==> src/rtl/seq_player_multi.sv <==
// Step-table note sequencer: picks the next note on each choose pulse (forward, reverse,
// ping-pong or LFSR-random order), then hands it to the MIDI sender once it is not busy.
module seq_player_multi #(
    parameter int          STEPS     = 8,
    parameter int          BASE_NOTE = 60,
    parameter logic [15:0] LFSR_SEED = 16'hACE1,
    parameter int          IDX_W     = $clog2(STEPS)
) (
    input  logic               clk,
    input  logic               rst,
    input  logic               pulse_choose_note,
    input  logic               busy,
    input  logic [1:0]         mode,
    input  logic [IDX_W:0]     len,
    input  logic signed [7:0]  transpose,
    input  logic               wr_en,
    input  logic [IDX_W-1:0]   wr_addr,
    input  logic [7:0]         wr_data,
    output logic               pulse_send_note,
    output logic [7:0]         midi_note,
    output logic [IDX_W-1:0]   step_idx,
    output logic               overrun
);

    localparam logic [IDX_W:0] STEPS_L = (IDX_W+1)'(STEPS);

    typedef enum logic [1:0] {S_IDLE, S_WAIT, S_SEND} state_t;

    state_t             state;
    logic [IDX_W-1:0]   idx;
    logic               dir_up;
    logic [1:0]         mode_q;
    logic [15:0]        lfsr;
    logic [7:0]         notes [STEPS];

    logic [IDX_W:0]     len_eff;
    logic [IDX_W-1:0]   lm1;
    logic [IDX_W-1:0]   cur;
    logic [IDX_W-1:0]   rnd;
    logic [IDX_W-1:0]   nxt_idx;
    logic               dir_eff;
    logic               nxt_dir;
    logic [7:0]         entry;

    function automatic logic [IDX_W:0] eff_len(input logic [IDX_W:0] l);
        if (l == '0)
            return (IDX_W+1)'(1);
        if (l > STEPS_L)
            return STEPS_L;
        return l;
    endfunction

    function automatic logic [7:0] clamp_note(input logic [6:0] n, input logic signed [7:0] t);
        logic signed [8:0] sum;
        sum = $signed({2'b00, n}) + $signed({t[7], t});
        if (sum < 0)
            return 8'd0;
        if (sum > 9'sd127)
            return 8'd127;
        return {1'b0, sum[6:0]};
    endfunction

    always_comb begin
        len_eff = eff_len(len);
        lm1     = IDX_W'(len_eff - 1'b1);
        cur     = ({1'b0, idx} >= len_eff) ? '0 : idx;
        entry   = notes[cur];
        // A fresh entry into ping-pong always starts moving up.
        dir_eff = (mode_q == 2'd2) ? dir_up : 1'b1;
        nxt_dir = dir_eff;
        rnd     = lfsr[IDX_W-1:0];
        nxt_idx = '0;
        case (mode)
            2'd0: nxt_idx = (cur == lm1) ? '0 : cur + 1'b1;
            2'd1: nxt_idx = (cur == '0) ? lm1 : cur - 1'b1;
            2'd2: begin
                if (lm1 == '0) begin
                    nxt_idx = '0;
                end else if (dir_eff) begin
                    if (cur == lm1) begin
                        nxt_dir = 1'b0;
                        nxt_idx = cur - 1'b1;
                    end else begin
                        nxt_idx = cur + 1'b1;
                    end
                end else begin
                    if (cur == '0) begin
                        nxt_dir = 1'b1;
                        nxt_idx = cur + 1'b1;
                    end else begin
                        nxt_idx = cur - 1'b1;
                    end
                end
            end
            default: nxt_idx = ({1'b0, rnd} >= len_eff) ? '0 : rnd;
        endcase
    end

    always_ff @(posedge clk) begin
        if (!rst) begin
            state           <= S_IDLE;
            idx             <= '0;
            dir_up          <= 1'b1;
            mode_q          <= 2'd0;
            lfsr            <= LFSR_SEED;
            midi_note       <= 8'd0;
            step_idx        <= '0;
            pulse_send_note <= 1'b0;
            overrun         <= 1'b0;
            for (int i = 0; i < STEPS; i++)
                notes[i] <= 8'(BASE_NOTE + i);
        end else begin
            lfsr            <= {lfsr[14:0], lfsr[15] ^ lfsr[13] ^ lfsr[12] ^ lfsr[10]};
            mode_q          <= mode;
            pulse_send_note <= 1'b0;
            overrun         <= 1'b0;
            if (mode == 2'd2 && mode_q != 2'd2)
                dir_up <= 1'b1;
            if (wr_en)
                notes[wr_addr] <= wr_data;
            case (state)
                S_IDLE: begin
                    if (pulse_choose_note) begin
                        step_idx <= cur;
                        idx      <= nxt_idx;
                        if (mode == 2'd2)
                            dir_up <= nxt_dir;
                        // Rest steps advance the index but leave the last note latched.
                        if (!entry[7]) begin
                            midi_note <= clamp_note(entry[6:0], transpose);
                            state     <= S_WAIT;
                        end
                    end
                end
                S_WAIT: begin
                    overrun <= pulse_choose_note;
                    if (!busy) begin
                        state           <= S_SEND;
                        pulse_send_note <= 1'b1;
                    end
                end
                S_SEND: begin
                    overrun <= pulse_choose_note;
                    state   <= S_IDLE;
                end
                default: state <= S_IDLE;
            endcase
        end
    end

endmodule

==> config.mk <==
export PLATFORM = sky130hd
export DESIGN_NAME = seq_player_multi
export DESIGN_NICKNAME = d
export VERILOG_FILES = /design/src/rtl/seq_player_multi.sv
export SDC_FILE = /design/constraint.sdc
export NUM_CORES = 1
export LEC_CHECK = 0
export CAP_MARGIN = 20
export CORE_UTILIZATION = 40
export DETAILED_ROUTE_END_ITERATION = 6
export HOLD_SLACK_MARGIN = 0.15
export SYNTH_ARGS = -nofsm -noshare
export SYNTH_HDL_FRONTEND = slang
export SYNTH_SLANG_ARGS = --single-unit
==> constraint.sdc <==
create_clock -name clk -period 5.7 [get_ports clk]
set_input_delay 1.14 -clock clk [delete_from_list [all_inputs] [get_ports clk]]
set_output_delay 1.14 -clock clk [all_outputs]
set_load 0.02 [all_outputs]
Word level (Yosys, flattened, before mapping)
Memories as Yosys holds them, arrays and structs flattened.
Cells that the tools add are included.
- bits in registers: 37
- latch bits: 0
- bits in writable memories: 64
- bits in read-only memories: 0
- output and inout bits: 13
- memories kept: 1
- memory list (memory ; depth ; bits a word ; rd ports ; clocked after Yosys merged registers in ; write ports ; line ; RTL):
    notes ; 8 ; 8 ; 1 ; 0 ; 8 ; 34 ; logic [7:0] notes [STEPS];
- add/sub/neg operators: 4
- $mul: 0
- divide/modulo/power cells: 0
- magnitude comparators: 5
- equality and inequality tests: 10
- shift operators: 0
- mux-type cells: 52
- bitwise operators: 4
- reduce and logical (&&, ||, !) cells: 13
- operators by type and width (kind ; number):
    8-bit 2-to-1 mux ; 5
    1-bit 2-to-1 mux ; 29
    3-bit 2-to-1 mux ; 9
    4-bit 2-to-1 mux ; 4
    8-bit by 8-bit adder with 9-bit output ; 1
    9-bit by 8-bit greater-than comparator with 1-bit output (second input constant) ; 1
    9-bit by 1-bit less-than comparator with 1-bit output (second input constant) ; 1
    3-bit one-hot mux with 3 select lines ; 1
    3-bit by 4-bit greater-or-equal comparator with 1-bit output ; 2
    2-bit != test (second input constant) ; 4
    8-bit OR reduction ; 1
    2-bit equality test (second input constant) ; 3
    3-bit zero test ; 2
    2-bit 2-to-1 mux ; 3
    2-bit AND reduction ; 3
    3-bit AND reduction ; 2
    3-bit by 1-bit subtractor with 3-bit output (second input constant) ; 2
    2-bit by 1-bit equality test with 1-bit output (second input constant) ; 2
    4-bit greater-than comparator (second input constant) ; 1
    2-bit zero test ; 2
    4-bit zero test ; 1
    2-bit one-hot mux with 2 select lines ; 1
    3-bit by 1-bit adder with 3-bit output (second input constant) ; 1
    3-bit equality test ; 1
    4 further kinds ; 6

Longest topological paths before layout
Gate-level depths: netlist of the first run.
An unclocked memory read counts as a cell.
- depth in word-level cells: 22
- mapped depth: 22
- depth with buffers taken out: 21

Worst setup path after synthesis of the first run
No wires, ideal clock.
- kind: input -> register
- start point: in len[3]
- end point: reg midi_note[6]
- setup time: 119 ps
- arrival time: 4419 ps
- required time: 5581 ps
- setup slack: 1162 ps
- stages on the path: 18
- buffers on the path: 2
- cell sequence: buf_2 nand2b_1 ha_1 a21oi_1 o21ai_1 a21oi_2 buf_2 a221oi_1 o31ai_1 ha_1 fa_1 nand3_1 a31oi_1 inv_1 or3_1 a2bb2oi_1 a21oi_1 o31ai_1
- word-level cells in the longest chain between the ends: 18
- ends and longest elaborated chain (what ; line ; RTL):
    from (decl) ; 14 ; input logic [IDX_W:0] len,
    4-bit greater-than comparator ; 48 ; if (l > STEPS_L)
    1-bit 2-to-1 mux (2 in series) ; 48 ;
    4-bit 2-to-1 mux ; 50 ; return l;
    4-bit 2-to-1 mux (*) ; 48 ;
    3-bit by 4-bit greater-or-equal comparator with 1-bit output (*) ; 66 ; cur = ({1'b0, idx} >= len_eff) ? '0 : idx;
    3-bit 2-to-1 mux (*) ; 66 ;
    memory 8 x 8 bit (*) ; -- ;
    8-bit by 8-bit adder with 9-bit output ; 55 ; sum = $signed({2'b00, n}) + $signed({t[7], t});
    9-bit by 8-bit greater-than comparator with 1-bit output ; 58 ; if (sum > 9'sd127)
    1-bit 2-to-1 mux (2 in series) ; 58 ;
    1-bit 2-to-1 mux ; 129 ; if (!entry[7]) begin
    1-bit 2-to-1 mux ; 123 ; if (pulse_choose_note) begin
    1-bit 2-to-1 mux ; 121 ; case (state)
    1-bit 2-to-1 mux ; 100 ; if (!rst) begin
    8-bit 2-to-1 mux ; 60 ; return {1'b0, sum[6:0]};
    8-bit 2-to-1 mux ; 58 ;
    to (signal assigned) ; 130 ; midi_note <= clamp_note(entry[6:0], transpose);
    to (decl) ; 20 ; output logic [7:0] midi_note,
Every way passes the cells marked *; elsewhere a longest branch is shown, timed or not. The select of a mux whose other input is x is not followed.
A chain may end at the register's enable or synchronous reset.

Worst setup path after layout of the first run
- start point: in len[2]
- end point: reg midi_note[6]
Same word-level chain as after synthesis.

==> impl_metrics.tcl, run 1 <==
set metrics [dict create \
    status "completed" \
    postPlaceCellArea_um2 5770 \
    crit_type "input pin to register" \
    grt_pass1_vias 3807 \
    syn_avg_cell_area_um2 10.3 \
    dp_slack_ns 0.155 \
    gp_congestion 0.800 \
    drt_wl_total_um 12000 \
    powerDensity_nw_per_um2 415 \
    cts_hold_buf 0 \
    fin_total_pwr_w 0.00256 \
    clk_latency_ns 0.36 \
    finalHoldViolCount 0 \
    drive_gt1_frac 0.0765 \
    diodes 0 \
    synth_top_cell_area_share 0.370 \
    ant_nets 0 \
    die_area_um2 13500 \
    die_y_um 116 \
    ys_top_cells_by_area "edfxtp_1, dfxtp_1, and2_1, ha_1, nand2_1" \
    netlist_area_um2 5200 \
    wl_per_cell_um 16.6 \
    first_pass_iters 4 \
    cts.clk_slew.worst_paths_ns 0.07 \
    die_x_um 116 \
    worstHoldPathCells 1 \
    fin_crit_sh 0.921 \
    startpoint "len[2]" \
    cts_setup_buffers 0 \
    final_common_cell "edfxtp_1" \
    viasPerCell 5.29 \
    htree_levels 3 \
    drcViolationCount 0 \
    critPathRequiredTime_ns 5.95 \
    slew_viol_final 0 \
    skew_ns 0.00683 \
    ys_seq_elements 100 \
    rows 41 \
    peakVddDrop_mv 0.180 \
    holdCritStartpoint "lfsr[14]" \
    gr-total-overflow 0 \
    area_growth_pct 18.4 \
    setup_violations 0 \
    cp_max_fo 22 \
    yosysTopAreaCell "edfxtp_1" \
    tightest_slew_ns 1.04 \
    cts_buffer_depth 2 \
    seq_area_frac_synth 0.508 \
    r2r-start "idx[2]" \
    slew-limit-headroom 0.304 \
    track_usage 0.195 \
    layout_common_cells "edfxtp_1, nand2_1, and2_1, clkdlybuf4s50_1, dfxtp_1" \
    layout.nets 597 \
    synth.distinct_cells 57 \
    synth_ff_type "edfxtp_1" \
    netlist_instances 505 \
    antenna_found_initial 0 \
    fin_ws_ns 0.449 \
    cp-end-kind "register" \
    hold_class "register to register" \
    reg2reg_depth 16 \
    final_area_um2 6160 \
    nFillCells 1189 \
    leakage_nw 2.26 \
    cts-buffers-inserted 9 \
    syn_nets 558 \
    synthArstFlopShare 0 \
    numPortBuffers 41 \
    cts.sinks 100 \
    period_needed_ns 5.25 \
    cap_viol_max_count 0 \
    hpwl_um 8540 \
    synth-edff-count 64 \
    rsz0062_at_grt "false" \
    fmax_ghz 0.190 \
    dr.first_iter.drc_count 240 \
    cp-start-kind "input pin" \
    grt_pass1_wl_um 19500 \
    cts_tree "built" \
    vias 3813 \
    start_util 0.412 \
    grt_max_degree 44 \
    clock-root-buffer "clkbuf_16" \
    ios 43 \
    finalSetupTns_ns 0 \
    synth_warnings 0 \
    cts-resized-gates 0 \
    critical_path_arrival_ns 5.50 \
    core_area_um2 12600 \
]
[metrics by stage]
step / util / std cells / hold WS (ns)
global route: 0.488 / 721 / 0.420
finish: 0.488 / 721 / 0.407
CTS: 0.486 / 716 / 0.410
floorplan: - / 505 / 0.386
global placement: 0.457 / 699 / 0.388
detailed placement: 0.457 / 700 / 0.393
[where the power goes]
part	switching, W	internal [W]
clock	0.000290	0.000437
combinational	0.000550	0.000391
sequential	0.0000469	0.000841
total	0.000887	0.00167
[final cells by class]
cell class	count	area, um^2	share of cell area
inverters	11	41.3	0.00671
well taps	172	215	0.0350
multi-input cells	368	2390	0.388
flip-flops and latches	100	2640	0.429
clock inverters	7	134	0.0217
repair buffers	54	508	0.0825
clock buffers	9	225	0.0366
[critical path, stage by stage]
cell and delay (ns):
clkdlybuf4s50_1 0.51, nor2_1 0.14, nor2_1 0.05, nor2_1 0.29, ha_1 0.33, nor2b_4 0.13
o21ai_1 0.15, a21oi_2 0.19, buf_4 0.26, a221oi_1 0.08, o31ai_1 0.37, ha_1 0.29
fa_1 0.22, nand3_1 0.12, a31oi_1 0.36, inv_1 0.09, or3_1 0.37, a2bb2oi_1 0.15
a21oi_1 0.16, o31ai_1 0.08
[logic make-up (layout without fill, tap and decap cells)]
family / Yosys count / after routing / synth area share
AND/OR/NAND/NOR: 230 / 230 / 0.235
flip-flops: 100 / 100 / 0.508
AO/OA/AOI/OAI: 95 / 95 / 0.131
buffers and inverters: 37 / 81 / 0.0318
adder cells (fa/ha/maj): 23 / 23 / 0.0568
XOR/XNOR: 13 / 13 / 0.0219
multiplexers: 6 / 6 / 0.0142
other: 1 / 1 / 0.000722
[path summary, 6_finish.rpt]
kind / end / slack, ns
hold / removal: lfsr[15] / 0.41
setup / recovery: midi_note[6] / 0.45
hold reg to reg: lfsr[15] / 0.41
setup reg to reg: midi_note[6] / 1.51
[registers in the layout, summed over array words and instances (netlist names)]
name             cells
step_idx             3
mode_q               2
pulse_send_note      1
dir_up               1
state                2
notes               64
overrun              1
lfsr                16
idx                  3
midi_note            7
[routing by layer]
layer / track usage / wire length, um / vias to the layer above
li1: - / - / 1895
met1: 0.238 / 5290 / 1822
met2: 0.337 / 5930 / 80
met3: 0.0465 / 510 / 16
met4: 0.0701 / 243 / 0
met5: 0 / 0 / -
[synthesized netlist by cell type (3+ instances only)]
master and number:
edfxtp_1 64, nand2_1 54, and2_1 53, dfxtp_1 36, nand3_1 28, nor2_1 26, nand2b_1 24, ha_1 22
or3_1 21, o21ai_0 19, a221oi_1 15, a21oi_1 14, clkbuf_1 14, inv_1 10, nor3_1 9, o31ai_1 9
buf_2 8, xnor2_1 7, xor2_1 6, o2bb2ai_1 5, mux2i_1 4, o22ai_1 4, a211oi_1 3, a21o_1 3
a31oi_1 3, nor2b_1 3, o211ai_1 3
No activity file was read; power rests on OpenSTA's default activity.
==> inputs of run 2 (changes only) <==
SKIP_CTS_REPAIR_TIMING = 1   (was not set)
==> results of run 2 <==
The final DEF is identical to that of run 1; final timing and power are the same.
==> inputs of run 3 (changes only) <==
CTS_CLUSTER_SIZE = 16   (was not set)
==> results of run 3 <==
The final DEF is identical to that of run 1; final timing and power are the same.
